$ cat config.mk
export PLATFORM = sky130hd
export DESIGN_NAME = lsu_mem_stage
export DESIGN_NICKNAME = d
export VERILOG_FILES = /design/src/rtl/lsu_mem_stage.sv
export SDC_FILE = /design/constraint.sdc
export NUM_CORES = 1
export LEC_CHECK = 0
export CAP_MARGIN = 20
export CORE_MARGIN = 4
export CORE_UTILIZATION = 45
export DETAILED_ROUTE_END_ITERATION = 10
export PLACE_DENSITY = 0.79
export SETUP_SLACK_MARGIN = 0.1
export SLEW_MARGIN = 25
export SYNTH_ARGS = -nofsm -noshare
export SYNTH_HDL_FRONTEND = slang
export SYNTH_SLANG_ARGS = --single-unit
$ cat constraint.sdc
create_clock -name clk -period 2.6 [get_ports clk]
set_input_delay 0.65 -clock clk [delete_from_list [all_inputs] [get_ports clk]]
set_output_delay 0.65 -clock clk [all_outputs]
set_load 0.1 [all_outputs]
$ cat src/rtl/lsu_mem_stage.sv
// lsu_mem_stage: load/store unit placed directly after the ALU in the execute path.
// It takes the ALU result as the effective address and runs one word-aligned access
// over a req/gnt/rvalid data bus. Only one access is outstanding at a time. Load data
// is extracted from the returned word and sign- or zero-extended for writeback.
//
// Build option LSU_MISALIGN_TRAP_EN:
//   - defined: misaligned H/W requests are rejected with a misalign_o pulse.
//   - undefined: the offending low address bits are ignored and the access proceeds.

module lsu_mem_stage #(
    parameter int unsigned TIMEOUT_CYCLES = 255
) (
    input  logic        clk,
    input  logic        rst_n,

    // Execute-stage request
    input  logic        req_valid_i,
    output logic        req_ready_o,
    input  logic [31:0] req_addr_i,
    input  logic [31:0] req_wdata_i,
    input  logic [2:0]  req_funct3_i,
    input  logic        req_store_i,
    input  logic [4:0]  req_rd_i,

    // Data-memory bus
    output logic        mem_req_o,
    input  logic        mem_gnt_i,
    output logic [31:0] mem_addr_o,
    output logic        mem_we_o,
    output logic [3:0]  mem_be_o,
    output logic [31:0] mem_wdata_o,
    input  logic        mem_rvalid_i,
    input  logic [31:0] mem_rdata_i,

    // Writeback and status
    output logic        wb_valid_o,
    output logic [4:0]  wb_rd_o,
    output logic [31:0] wb_data_o,
    output logic        illegal_o,
    output logic        timeout_o,
    output logic        misalign_o
);

    localparam int unsigned CntW = (TIMEOUT_CYCLES < 2) ? 1 : $clog2(TIMEOUT_CYCLES + 1);

    typedef enum logic [1:0] {
        StIdle,
        StReq,
        StWait
    } state_e;

    state_e          state_q;
    logic            req_ready_q;
    logic            mem_req_q;
    logic [31:0]     mem_addr_q;
    logic            mem_we_q;
    logic [3:0]      mem_be_q;
    logic [31:0]     mem_wdata_q;
    logic            store_q;
    logic [2:0]      funct3_q;
    logic [1:0]      off_q;
    logic [4:0]      rd_q;
    logic [CntW-1:0] cnt_q;
    logic            wb_valid_q;
    logic [4:0]      wb_rd_q;
    logic [31:0]     wb_data_q;
    logic            illegal_q;
    logic            timeout_q;

    // Decoded view of the incoming request
    logic            req_legal;
    logic            req_trap;
    logic [1:0]      req_off;
    logic [3:0]      req_be;
    logic [31:0]     req_wdata_rep;

    // Load extraction from the returned word
    logic [31:0]     rdata_shifted;
    logic [31:0]     load_data;

    logic            accept;

    assign accept = req_valid_i && req_ready_q;

    // Decode funct3 into legality, access offset, byte enables and replicated store data.
    // funct3[1:0] is the size code (00 byte, 01 half, 10 word) for every legal encoding.
    always_comb begin
        req_legal     = 1'b0;
        req_off       = req_addr_i[1:0];
        req_be        = 4'b1111;
        req_wdata_rep = req_wdata_i;

        case (req_funct3_i)
            3'b000, 3'b001, 3'b010: req_legal = 1'b1;
            3'b100, 3'b101:         req_legal = !req_store_i;
            default:                req_legal = 1'b0;
        endcase

        case (req_funct3_i[1:0])
            2'b00: begin
                req_be        = 4'b0001 << req_off;
                req_wdata_rep = {4{req_wdata_i[7:0]}};
            end
            2'b01: begin
                // Halfword accesses always start on an even byte lane
                req_off[0]    = 1'b0;
                req_be        = 4'b0011 << req_off;
                req_wdata_rep = {2{req_wdata_i[15:0]}};
            end
            default: begin
                req_off       = 2'b00;
                req_be        = 4'b1111;
                req_wdata_rep = req_wdata_i;
            end
        endcase
    end

`ifdef LSU_MISALIGN_TRAP_EN
    logic misalign_q;

    assign req_trap = (req_funct3_i[1:0] == 2'b01 && req_addr_i[0]) ||
                      (req_funct3_i[1:0] == 2'b10 && req_addr_i[1:0] != 2'b00);
    assign misalign_o = misalign_q;

    // Pulse the misalignment trap the cycle after a misaligned request is accepted.
    always_ff @(posedge clk or negedge rst_n) begin
        if (!rst_n) begin
            misalign_q <= 1'b0;
        end else begin
            misalign_q <= accept && req_legal && req_trap;
        end
    end
`else
    assign req_trap   = 1'b0;
    assign misalign_o = 1'b0;
`endif

    // Align the returned word to the access offset and extend to 32 bits.
    always_comb begin
        rdata_shifted = mem_rdata_i >> {off_q, 3'b000};
        case (funct3_q)
            3'b000:  load_data = {{24{rdata_shifted[7]}}, rdata_shifted[7:0]};
            3'b001:  load_data = {{16{rdata_shifted[15]}}, rdata_shifted[15:0]};
            3'b100:  load_data = {24'h000000, rdata_shifted[7:0]};
            3'b101:  load_data = {16'h0000, rdata_shifted[15:0]};
            default: load_data = rdata_shifted;
        endcase
    end

    // Access sequencer: request capture, bus handshake, response/timeout, status pulses.
    always_ff @(posedge clk or negedge rst_n) begin
        if (!rst_n) begin
            state_q     <= StIdle;
            req_ready_q <= 1'b1;
            mem_req_q   <= 1'b0;
            mem_addr_q  <= '0;
            mem_we_q    <= 1'b0;
            mem_be_q    <= '0;
            mem_wdata_q <= '0;
            store_q     <= 1'b0;
            funct3_q    <= '0;
            off_q       <= '0;
            rd_q        <= '0;
            cnt_q       <= '0;
            wb_valid_q  <= 1'b0;
            wb_rd_q     <= '0;
            wb_data_q   <= '0;
            illegal_q   <= 1'b0;
            timeout_q   <= 1'b0;
        end else begin
            wb_valid_q <= 1'b0;
            illegal_q  <= 1'b0;
            timeout_q  <= 1'b0;

            case (state_q)
                StIdle: begin
                    if (accept) begin
                        if (!req_legal) begin
                            illegal_q <= 1'b1;
                        end else if (!req_trap) begin
                            state_q     <= StReq;
                            req_ready_q <= 1'b0;
                            mem_req_q   <= 1'b1;
                            mem_addr_q  <= {req_addr_i[31:2], 2'b00};
                            mem_we_q    <= req_store_i;
                            mem_be_q    <= req_be;
                            mem_wdata_q <= req_wdata_rep;
                            store_q     <= req_store_i;
                            funct3_q    <= req_funct3_i;
                            off_q       <= req_off;
                            rd_q        <= req_rd_i;
                        end
                    end
                end

                StReq: begin
                    if (mem_gnt_i) begin
                        mem_req_q <= 1'b0;
                        if (store_q) begin
                            state_q     <= StIdle;
                            req_ready_q <= 1'b1;
                        end else begin
                            state_q <= StWait;
                            cnt_q   <= '0;
                        end
                    end
                end

                StWait: begin
                    if (mem_rvalid_i) begin
                        state_q     <= StIdle;
                        req_ready_q <= 1'b1;
                        // x0 loads still touch the bus but never write back
                        if (rd_q != 5'd0) begin
                            wb_valid_q <= 1'b1;
                            wb_rd_q    <= rd_q;
                            wb_data_q  <= load_data;
                        end
                    end else if (TIMEOUT_CYCLES != 0 &&
                                 cnt_q == CntW'(TIMEOUT_CYCLES)) begin
                        state_q     <= StIdle;
                        req_ready_q <= 1'b1;
                        timeout_q   <= 1'b1;
                    end else begin
                        cnt_q <= cnt_q + CntW'(1);
                    end
                end

                default: begin
                    state_q     <= StIdle;
                    req_ready_q <= 1'b1;
                    mem_req_q   <= 1'b0;
                end
            endcase
        end
    end

    assign req_ready_o = req_ready_q;
    assign mem_req_o   = mem_req_q;
    assign mem_addr_o  = mem_addr_q;
    assign mem_we_o    = mem_we_q;
    assign mem_be_o    = mem_be_q;
    assign mem_wdata_o = mem_wdata_q;
    assign wb_valid_o  = wb_valid_q;
    assign wb_rd_o     = wb_rd_q;
    assign wb_data_o   = wb_data_q;
    assign illegal_o   = illegal_q;
    assign timeout_o   = timeout_q;

    // Bus request attributes may not move while waiting for the grant.
    a_req_stable: assert property (@(posedge clk) disable iff (!rst_n)
        mem_req_o && !mem_gnt_i |=> mem_req_o && $stable(mem_addr_o) && $stable(mem_be_o)
                                    && $stable(mem_we_o) && $stable(mem_wdata_o));

    // Ready and an outstanding bus request are mutually exclusive.
    a_ready_excl: assert property (@(posedge clk) disable iff (!rst_n)
        !(req_ready_o && mem_req_o));

endmodule

# --- After elaboration in Yosys (flattened, before gate mapping) ---
# Index checks and enable logic that the tools add are counted.
word_totals:
  regBits: 129
  latchBits: 0
  mem_bits_rw: 0
  romBits: 0
  input_bits: 110
  out_inout_bits: 112
  wordCells: 95
  mem_count: 0
op_classes:
  addsub: 1
  n_mul: 0
  n_div: 0
  order_cmp: 0
  eq_ne: 19
  n_shift: 3
  n_mux: 38
  n_bitwise: 1
  n_reduce_logical: 17
ops:
  columns: ["cell", "n"]
  rows:
  - ["32-bit case mux with 4 select lines", 1]
  - ["32-bit case mux with 2 select lines", 1]
  - ["8-bit two-way mux", 4]
  - ["32-bit by 5-bit right shift with 32-bit output", 1]
  - ["1-bit two-way mux", 20]
  - ["8-bit case mux with 2 select lines", 1]
  - ["2-bit inequality test, second input constant", 7]
  - ["3-bit == test, second input constant", 4]
  - ["2-bit two-way mux", 6]
  - ["5-bit AND reduction", 2]
  - ["8-bit by 1-bit adder with 8-bit output, second input constant", 1]
  - ["8-bit == test, second input constant", 1]
  - ["4-bit case mux with 2 select lines", 1]
  - ["4-bit AND reduction", 2]
  - ["3-bit by 1-bit == test with 1-bit output, second input constant", 2]
  - ["3-bit logical NOT", 2]
  - ["1-bit case mux with 3 select lines", 2]
  - ["2-bit case mux with 3 select lines", 1]
  - ["3-bit AND reduction", 2]
  - ["5-bit nonzero test", 1]
  - ["2-bit by 1-bit == test with 1-bit output, second input constant", 2]
  - ["2-bit logical NOT", 2]
  - ["2-bit OR reduction", 2]
  - ["1-bit by 2-bit << shifter with 4-bit output, first input constant", 1]
  - ["other kinds (10)", 10]

# --- Longest topological paths before layout ---
# Gate-level depths: netlist of the first run.
depth:
  word_depth: 6
  depth_mapped: 7
  mapped_depth_nobuf: 6

# --- Worst setup path before layout of the first run ---
# No wires, ideal clock.
synth_path:
  path_kind: "reg-to-reg"
  startpoint: "register req_ready_q (netlist: req_ready_o)"
  endpoint: "register mem_wdata_q[10] (netlist: mem_wdata_o[10])"
  setup_ns: 0.133
  arrival_time_ns: 1.873
  required_time_ns: 2.467
  slack_ns: 0.594
  stages_incl_launch_ff: 7
  n_path_buf: 2
  period_less_slack_ns: 2.006
  cell_sequence: "dfstp_2 -> nor4bb_1 -> o21ai_1 -> buf_2 -> buf_2 -> nand2_1 -> o21ai_0"
synth_between:
  elab_chain_len: 2
synth_lines:
  columns: ["element", "line_no", "source"]
  rows:
  - ["start, declared", "53", "logic req_ready_q;"]
  - ["start signal, assigned", "154", "req_ready_q <= 1'b1;"]
  - ["start signal, assigned", "182", "req_ready_q <= 1'b0;"]
  - ["start signal, assigned", "201", "req_ready_q <= 1'b1;"]
  - ["1-bit logical AND", "83", "assign accept = req_valid_i && req_ready_q;"]
  - ["3-bit AND reduction (no line)", null, null]
  - ["end signal, assigned", "187", "mem_wdata_q <= req_wdata_rep;"]
  - ["end, declared", "58", "logic [31:0] mem_wdata_q;"]
# No other way between the ends.
# A chain may end at the register's enable or synchronous reset.

# --- Worst setup path after layout of the first run ---
layout_path:
  startpoint: "register rd_q[0]"
  endpoint: "register wb_data_q[31] (netlist: wb_data_o[31])"
layout_between:
  elab_chain_len: 2
layout_lines:
  columns: ["element", "line_no", "source"]
  rows:
  - ["start, declared", "62", "logic [4:0] rd_q;"]
  - ["start signal, assigned", "191", "rd_q <= req_rd_i;"]
  - ["5-bit nonzero test", "214", "if (rd_q != 5'd0) begin"]
  - ["3-bit AND reduction (no line)", null, null]
  - ["end signal, assigned", "217", "wb_data_q <= load_data;"]
  - ["end, declared", "66", "logic [31:0] wb_data_q;"]
# No other way between the ends.

==> impl_metrics.tcl, run 1 <==
set metrics [dict create \
    outcome "complete, no violations" \
    relSlewSlack 0.5858 \
    cts_resized 0 \
    rows 41 \
    drt_first_pass_iters 4 \
    multiInputGateArea_sq_um 2499 \
    min_period_over_period 0.7761 \
    critPathBufInv 1 \
    yosysWarningCount 0 \
    synth_cells 511 \
    h-tree-depth 4 \
    crit_path_cell_trace "or4_4 -> o211ai_4 -> inv_4 -> o211ai_4 -> o22a_1" \
    ff2ff_path_depth 5 \
    clock_latency_ns 0.41 \
    antenna_cells 0 \
    holdBufCountCts 0 \
    grt_setup_unrepaired "false" \
    grt_overflow 0 \
    dieArea_sq_um 15000 \
    vias_per_cell 5.252 \
    synth-adder-area-share 0.002121 \
    fill_cells 1018 \
    maxCapViolCount 0 \
    clock_tree.buffer_depth 2 \
    arrival_ns 2.37 \
    final_max_slew_viol_count 0 \
    dp_hpwl_mm 12.01 \
    drt-total-wl_mm 16.11 \
    vias 4800 \
    grt_first_pass_wirelength_mm 25.52 \
    portBuffers 218 \
    synth.distinct_cells 49 \
    synth_top_family_by_area "multiplexers" \
    path_delay_family "compound AO/OA/AOI/OAI gates" \
    cp.required_ns 2.95 \
    path_clk_slew_ns 0.05 \
    worst-setup-path-type "flop to flop" \
    synth_top_area_frac 0.5431 \
    boundaryPins 222 \
    seq_area_frac_synth 0.5475 \
    final_area_sq_um 8537 \
    fin_nets 842 \
    worst_pin_slew_ns 0.6213 \
    yosysTopAreaCell "dfrtp_1" \
    regArea_sq_um 3229 \
    fp.dieH_microns 122.5 \
    antenna_found_initial 0 \
    async_flop_share 1.000 \
    postSynthAreaPerCell_sq_um 11.54 \
    syn_to_final_growth_pct 44.74 \
    routedWlPerCell_microns 17.63 \
    cts_root_buf "clkbuf_16" \
    crit_fanout 21 \
    grt_use_total 0.2202 \
    cts_tree "yes" \
    die_x_microns 122.5 \
    max_stage_delay_ns 0.55 \
    layout-drive-gt1-share 0.2978 \
    drt.antenna.violating_nets 0 \
    drt_iter0_markers 273 \
    gp_congestion 0.8736 \
    final_common_cell "dfrtp_1" \
    drcViolationCount 0 \
    synth-seq-cells 129 \
    synthMuxAreaShare 0.1869 \
    hold_path_class "primary input to async pin" \
    synth.area.top_cells "dfrtp_1 (54%), mux2_2 (11%), mux2i_1 (6.8%)" \
    fmax_mhz 495.6 \
    grt_max_degree 68 \
    numCtsBuffers 17 \
    min_period_ns 2.018 \
    cts.sinks 129 \
    core_sq_um 12720 \
    synth.cell_area_sq_um 5898 \
    finalHoldViolCount 0 \
    cp-end-kind "flop" \
    finalSetupViolCount 0 \
    synth-simple-area-share 0.1090 \
    postCtsSetupRepairBufs 0 \
    grt_pass1_vias 5010 \
    critPathSlowestCell "or4_4" \
    startpoint_type "flop" \
    synth_compound_area_frac 0.1218 \
    synth_ff_type "dfrtp_1" \
    placed_cell_area_sq_um 8013 \
    layout_common_cells "dfrtp_1 (128), buf_4 (122), clkdlybuf4s50_1 (108)" \
    start_util 0.4636 \
    critical_path_depth 5 \
    tns_ns 0 \
    path_common_cell "o211ai_4" \
    synth_edf_count 0 \
    skew_ns 0.004639 \
    synth_xor_area_frac 0 \
]
-- worst reg2reg max path, cell delays in order, from the launching register on --
cell	delay (ns)
dfrtp_1	0.38
or4_4	0.55
o211ai_4	0.32
inv_4	0.19
o211ai_4	0.28
o22a_1	0.24
-- worst paths after layout --
| check | from | endpoint | slack, ns |
|---|---|---|---|
| max in group asynchronous | rst_n | mem_wdata_o[17] | 1.66 |
| max | rd_q[0] | wb_data_o[31] | 0.58 |
| min in group clk | wb_data_o[7] | wb_data_o[7] | 0.48 |
| min reg2reg | wb_data_o[7] | wb_data_o[7] | 0.48 |
| min | rst_n | mem_addr_o[8] | 0.21 |
| max reg2reg | rd_q[0] | wb_data_o[31] | 0.58 |
-- registers in the layout, indices dropped and copies added (netlist names), 2 cells and up --
name	flops
off_q	2
funct3_q	3
cnt_q	8
wb_data_o	32
mem_wdata_o	32
mem_be_o	4
rd_q	5
wb_rd_o	5
state_q	2
mem_addr_o	30
-- metrics by stage --
step                      hold WS (ns)  utilization  worst slack (ns)  cells
after floorplan                 0.3544            -            0.5942    513
after global placement          0.4601       0.6298            0.2748    884
after detailed placement        0.4738       0.6298            0.2131    884
after CTS                       0.2385       0.6710            0.5671    914
after global routing            0.2459       0.6710            0.4447    914
final                           0.2136       0.6710            0.5822    914
-- synth_stat cells (2+ instances only) --
| cell type | number |
|---|---|
| dfrtp_1 | 128 |
| mux2_2 | 55 |
| nor2_1 | 41 |
| mux2i_1 | 40 |
| nand2_1 | 38 |
| o21ai_0 | 37 |
| a21oi_1 | 27 |
| o22a_1 | 18 |
| and2_1 | 16 |
| clkbuf_1 | 13 |
| buf_2 | 11 |
| nor2b_1 | 11 |
| a211oi_1 | 7 |
| buf_1 | 5 |
| nor3_1 | 5 |
| and3_1 | 4 |
| inv_1 | 4 |
| mux2_4 | 4 |
| buf_4 | 3 |
| nand2b_1 | 3 |
| nand3_1 | 3 |
| o21a_1 | 3 |
| a211o_1 | 2 |
| a31oi_1 | 2 |
| buf_6 | 2 |
| nand3b_1 | 2 |
| nor3b_1 | 2 |
| nor4_1 | 2 |
| o211ai_4 | 2 |
| o31ai_1 | 2 |
-- kinds of logic after synthesis --
kind of cell,count (synthesis)
AOI/OAI and AO/OA,108
adders and majority gates,1
buffers and inverters,39
DFF,129
muxes,100
other,1
and+or+nand+nor,133
-- metal layers --
| metal | up-vias | routed length (microns) | GRT usage |
|---|---|---|---|
| met5 | - | 0 | 0 |
| met4 | 0 | 226 | 0.07908 |
| met3 | 25 | 1378 | 0.07834 |
| met2 | 175 | 8233 | 0.3758 |
| met1 | 2347 | 6273 | 0.2563 |
| li1 | 2253 | - | - |
-- area by class of cell --
type / count / area share
multi-input combinational: 345 / 0.2927
inverter: 5 / 0.002492
timing repair buffer: 233 / 0.2399
sequential: 129 / 0.3783
clock inverter: 6 / 0.003811
clock buffer: 24 / 0.05760
tap: 172 / 0.02521
Power of run 1 is not shown: default switching activity piles up to over one toggle a cycle in this logic, so the estimate is an artifact.
==> inputs of run 2 (changes only) <==
CORE_UTILIZATION = 40   (was 45)
PLACE_DENSITY = 0.75   (was 0.79)
clock period = 1.7 ns   (was 2.6 ns; I/O delays follow)
==> run 2 against run 1 <==
  * The flow now finishes with violations (negative setup slack)
  * Maximum frequency increased by 9.2%
  * Non-clock buffer count increased by 66
  * Utilization rose by 10 points
  * Register-to-register slack worse by 0.73 ns
  * Worst hold slack gained 0.26 ns
  * Setup slack got worse by 0.73 ns
  * Global-route usage grew 2.4 points
  * Clock skew rose by 0.0061 ns
  * Die area up 12%
  * Cell area is 31% higher
  * Critical path depth unchanged
  * Largest cell class is now buffers
==> impl_metrics.tcl, run 2 (same netlist as run 1, synthesis figures left out) <==
set metrics [dict create \
    grt_use_total 0.2439 \
    skew_ns 0.01070 \
    path_delay_family "simple AND/OR/NAND/NOR gates" \
    worst-setup-path-type "flop to flop" \
    routedWlPerCell_microns 21.56 \
    drt-total-wl_mm 21.41 \
    numCtsBuffers 17 \
    antenna_cells 0 \
    grt_pass1_vias 5684 \
    critPathBufInv 2 \
    finalSetupViolCount 88 \
    grt_setup_unrepaired "true" \
    critPathLaunch "rd_q[2]" \
    syn_to_final_growth_pct 89.46 \
    grt_overflow 0 \
    layout-drive-gt1-share 0.4376 \
    worst_r2r_endpoint "wb_data_o[5]" \
    placed_cell_area_sq_um 9711 \
    die_x_microns 129.4 \
    arrival_ns 2.15 \
    hold_ws_ns 0.4714 \
    cts_root_buf "clkbuf_16" \
    hold_depth 3 \
    h-tree-depth 4 \
    maxCapViolCount 0 \
    crit_path_cell_trace "or4_4 -> o211ai_4 -> inv_6 -> buf_12 -> mux2_4" \
    boundaryPins 222 \
    final_max_slew_viol_count 0 \
    worst_pin_slew_ns 0.5715 \
    min-delay-start "mem_rvalid_i" \
    final_area_sq_um 11170 \
    layout_common_cells "dfrtp_1 (126), buf_12 (119), clkdlybuf4s50_1 (107)" \
    dieArea_sq_um 16750 \
    min_period_ns 1.847 \
    relSlewSlack 0.6161 \
    ff2ff_path_depth 5 \
    fin_cells 993 \
    clock_latency_ns 0.42 \
    rows 44 \
    fin_nets 909 \
    max_stage_delay_ns 0.54 \
    dp_hpwl_mm 13.88 \
    antenna_found_initial 0 \
    drt_iter0_markers 251 \
    critPathSlowestCell "or4_4" \
    drt.antenna.violating_nets 0 \
    startpoint_type "flop" \
    min_period_over_period 1.087 \
    hold_end "timeout_o" \
    final_common_cell "dfrtp_1" \
    drt_first_pass_iters 4 \
    fp.dieH_microns 129.4 \
    cp-end-kind "flop" \
    cts_tree "yes" \
    finalHoldViolCount 0 \
    gp_congestion 0.8695 \
    dp.cells 925 \
    cp.required_ns 2.00 \
    violations "negative setup slack" \
    clock_tree.buffer_depth 2 \
    vias_per_cell 5.383 \
    crit_fanout 8 \
    drcViolationCount 0 \
    hold_path_class "primary input to flop" \
    rrSetupSlack_ns -0.15 \
    grt_max_degree 33 \
    portBuffers 218 \
    path_clk_slew_ns 0.06 \
    vias 5345 \
    cts.sinks 129 \
    start_util 0.4074 \
    grt_first_pass_wirelength_mm 31.28 \
    core_sq_um 14480 \
    fin_ws_ns -0.1473 \
    fmax_mhz 541.3 \
    timing.rr.start "rd_q[2]" \
    outcome "finished, violations left" \
]
[run 2: cell count changes in the layout (fill, tap and decap cells not counted), moves of 11 or more]
cell	delta
mux2_2	-12
o21ai_0	-28
buf_6	+12
nand2_2	+15
nand2_1	-24
buf_4	-76
o21ai_1	+11
o21ai_2	+17
mux2_4	+12
buf_12	+117
[run 2: repair_timing]
item	in CTS	in global routing
hold buffers	1	0
pin swaps	14	20
cloned	7	6
endpoints found under the hold margin	25	0
resized for setup	38	82
endpoints found under the setup margin	85	125
setup buffers	17	10
[run 2: worst register-to-register path: cells and delay by family, from the launching register on]
family | cells | cell delay (ns)
AO/OA/AOI/OAI | 1 | 0.25
multiplexers | 1 | 0.29
flip-flops | 1 | 0.38
AND/OR/NAND/NOR | 1 | 0.54
buffers and inverters | 2 | 0.27
[run 2: metrics by stage]
stage                     TNS, ns    util  setup WS [ns]
after detailed placement   -35.38  0.6707        -0.3851
final                      -7.456  0.7718        -0.1473
after CTS                  -6.695  0.7432        -0.1526
after floorplan            -6.157       -        -0.1366
after global routing       -12.15  0.7718        -0.1900
after global placement     -31.95  0.6707        -0.3552
[run 2: cell type report]
cell class	count	area [sq um]
Sequential cell	129	3236
Clock inverter	4	47.55
Fill cell	864	3304
Multi-Input combinational cell	346	2853
Inverter	5	28.78
Timing Repair Buffer	299	4250
Clock buffer	26	529.3
Tap cell	184	230.2
[run 2: per-layer routing]
| metal | GRT usage | wire [microns] | part of all wire |
|---|---|---|---|
| met3 | 0.07296 | 1294 | 0.060 |
| met4 | 0.08435 | 659 | 0.031 |
| met5 | 0 | 0 | 0 |
| met2 | 0.4436 | 11830 | 0.55 |
| met1 | 0.2715 | 7621 | 0.36 |
[run 2: worst max-delay path by stage]
stage | endpoint | slack [ns] | cells past startpoint
detailed placement | mem_addr_o[20] | -0.39 | 5
finish | wb_data_o[5] | -0.15 | 5
CTS | wb_data_o[5] | -0.15 | 5
global route | mem_addr_o[6] | -0.19 | 6
global placement | mem_addr_o[13] | -0.36 | 5
floorplan | wb_data_o[3] | -0.14 | 5
Power of run 2 is left out for the same reason.
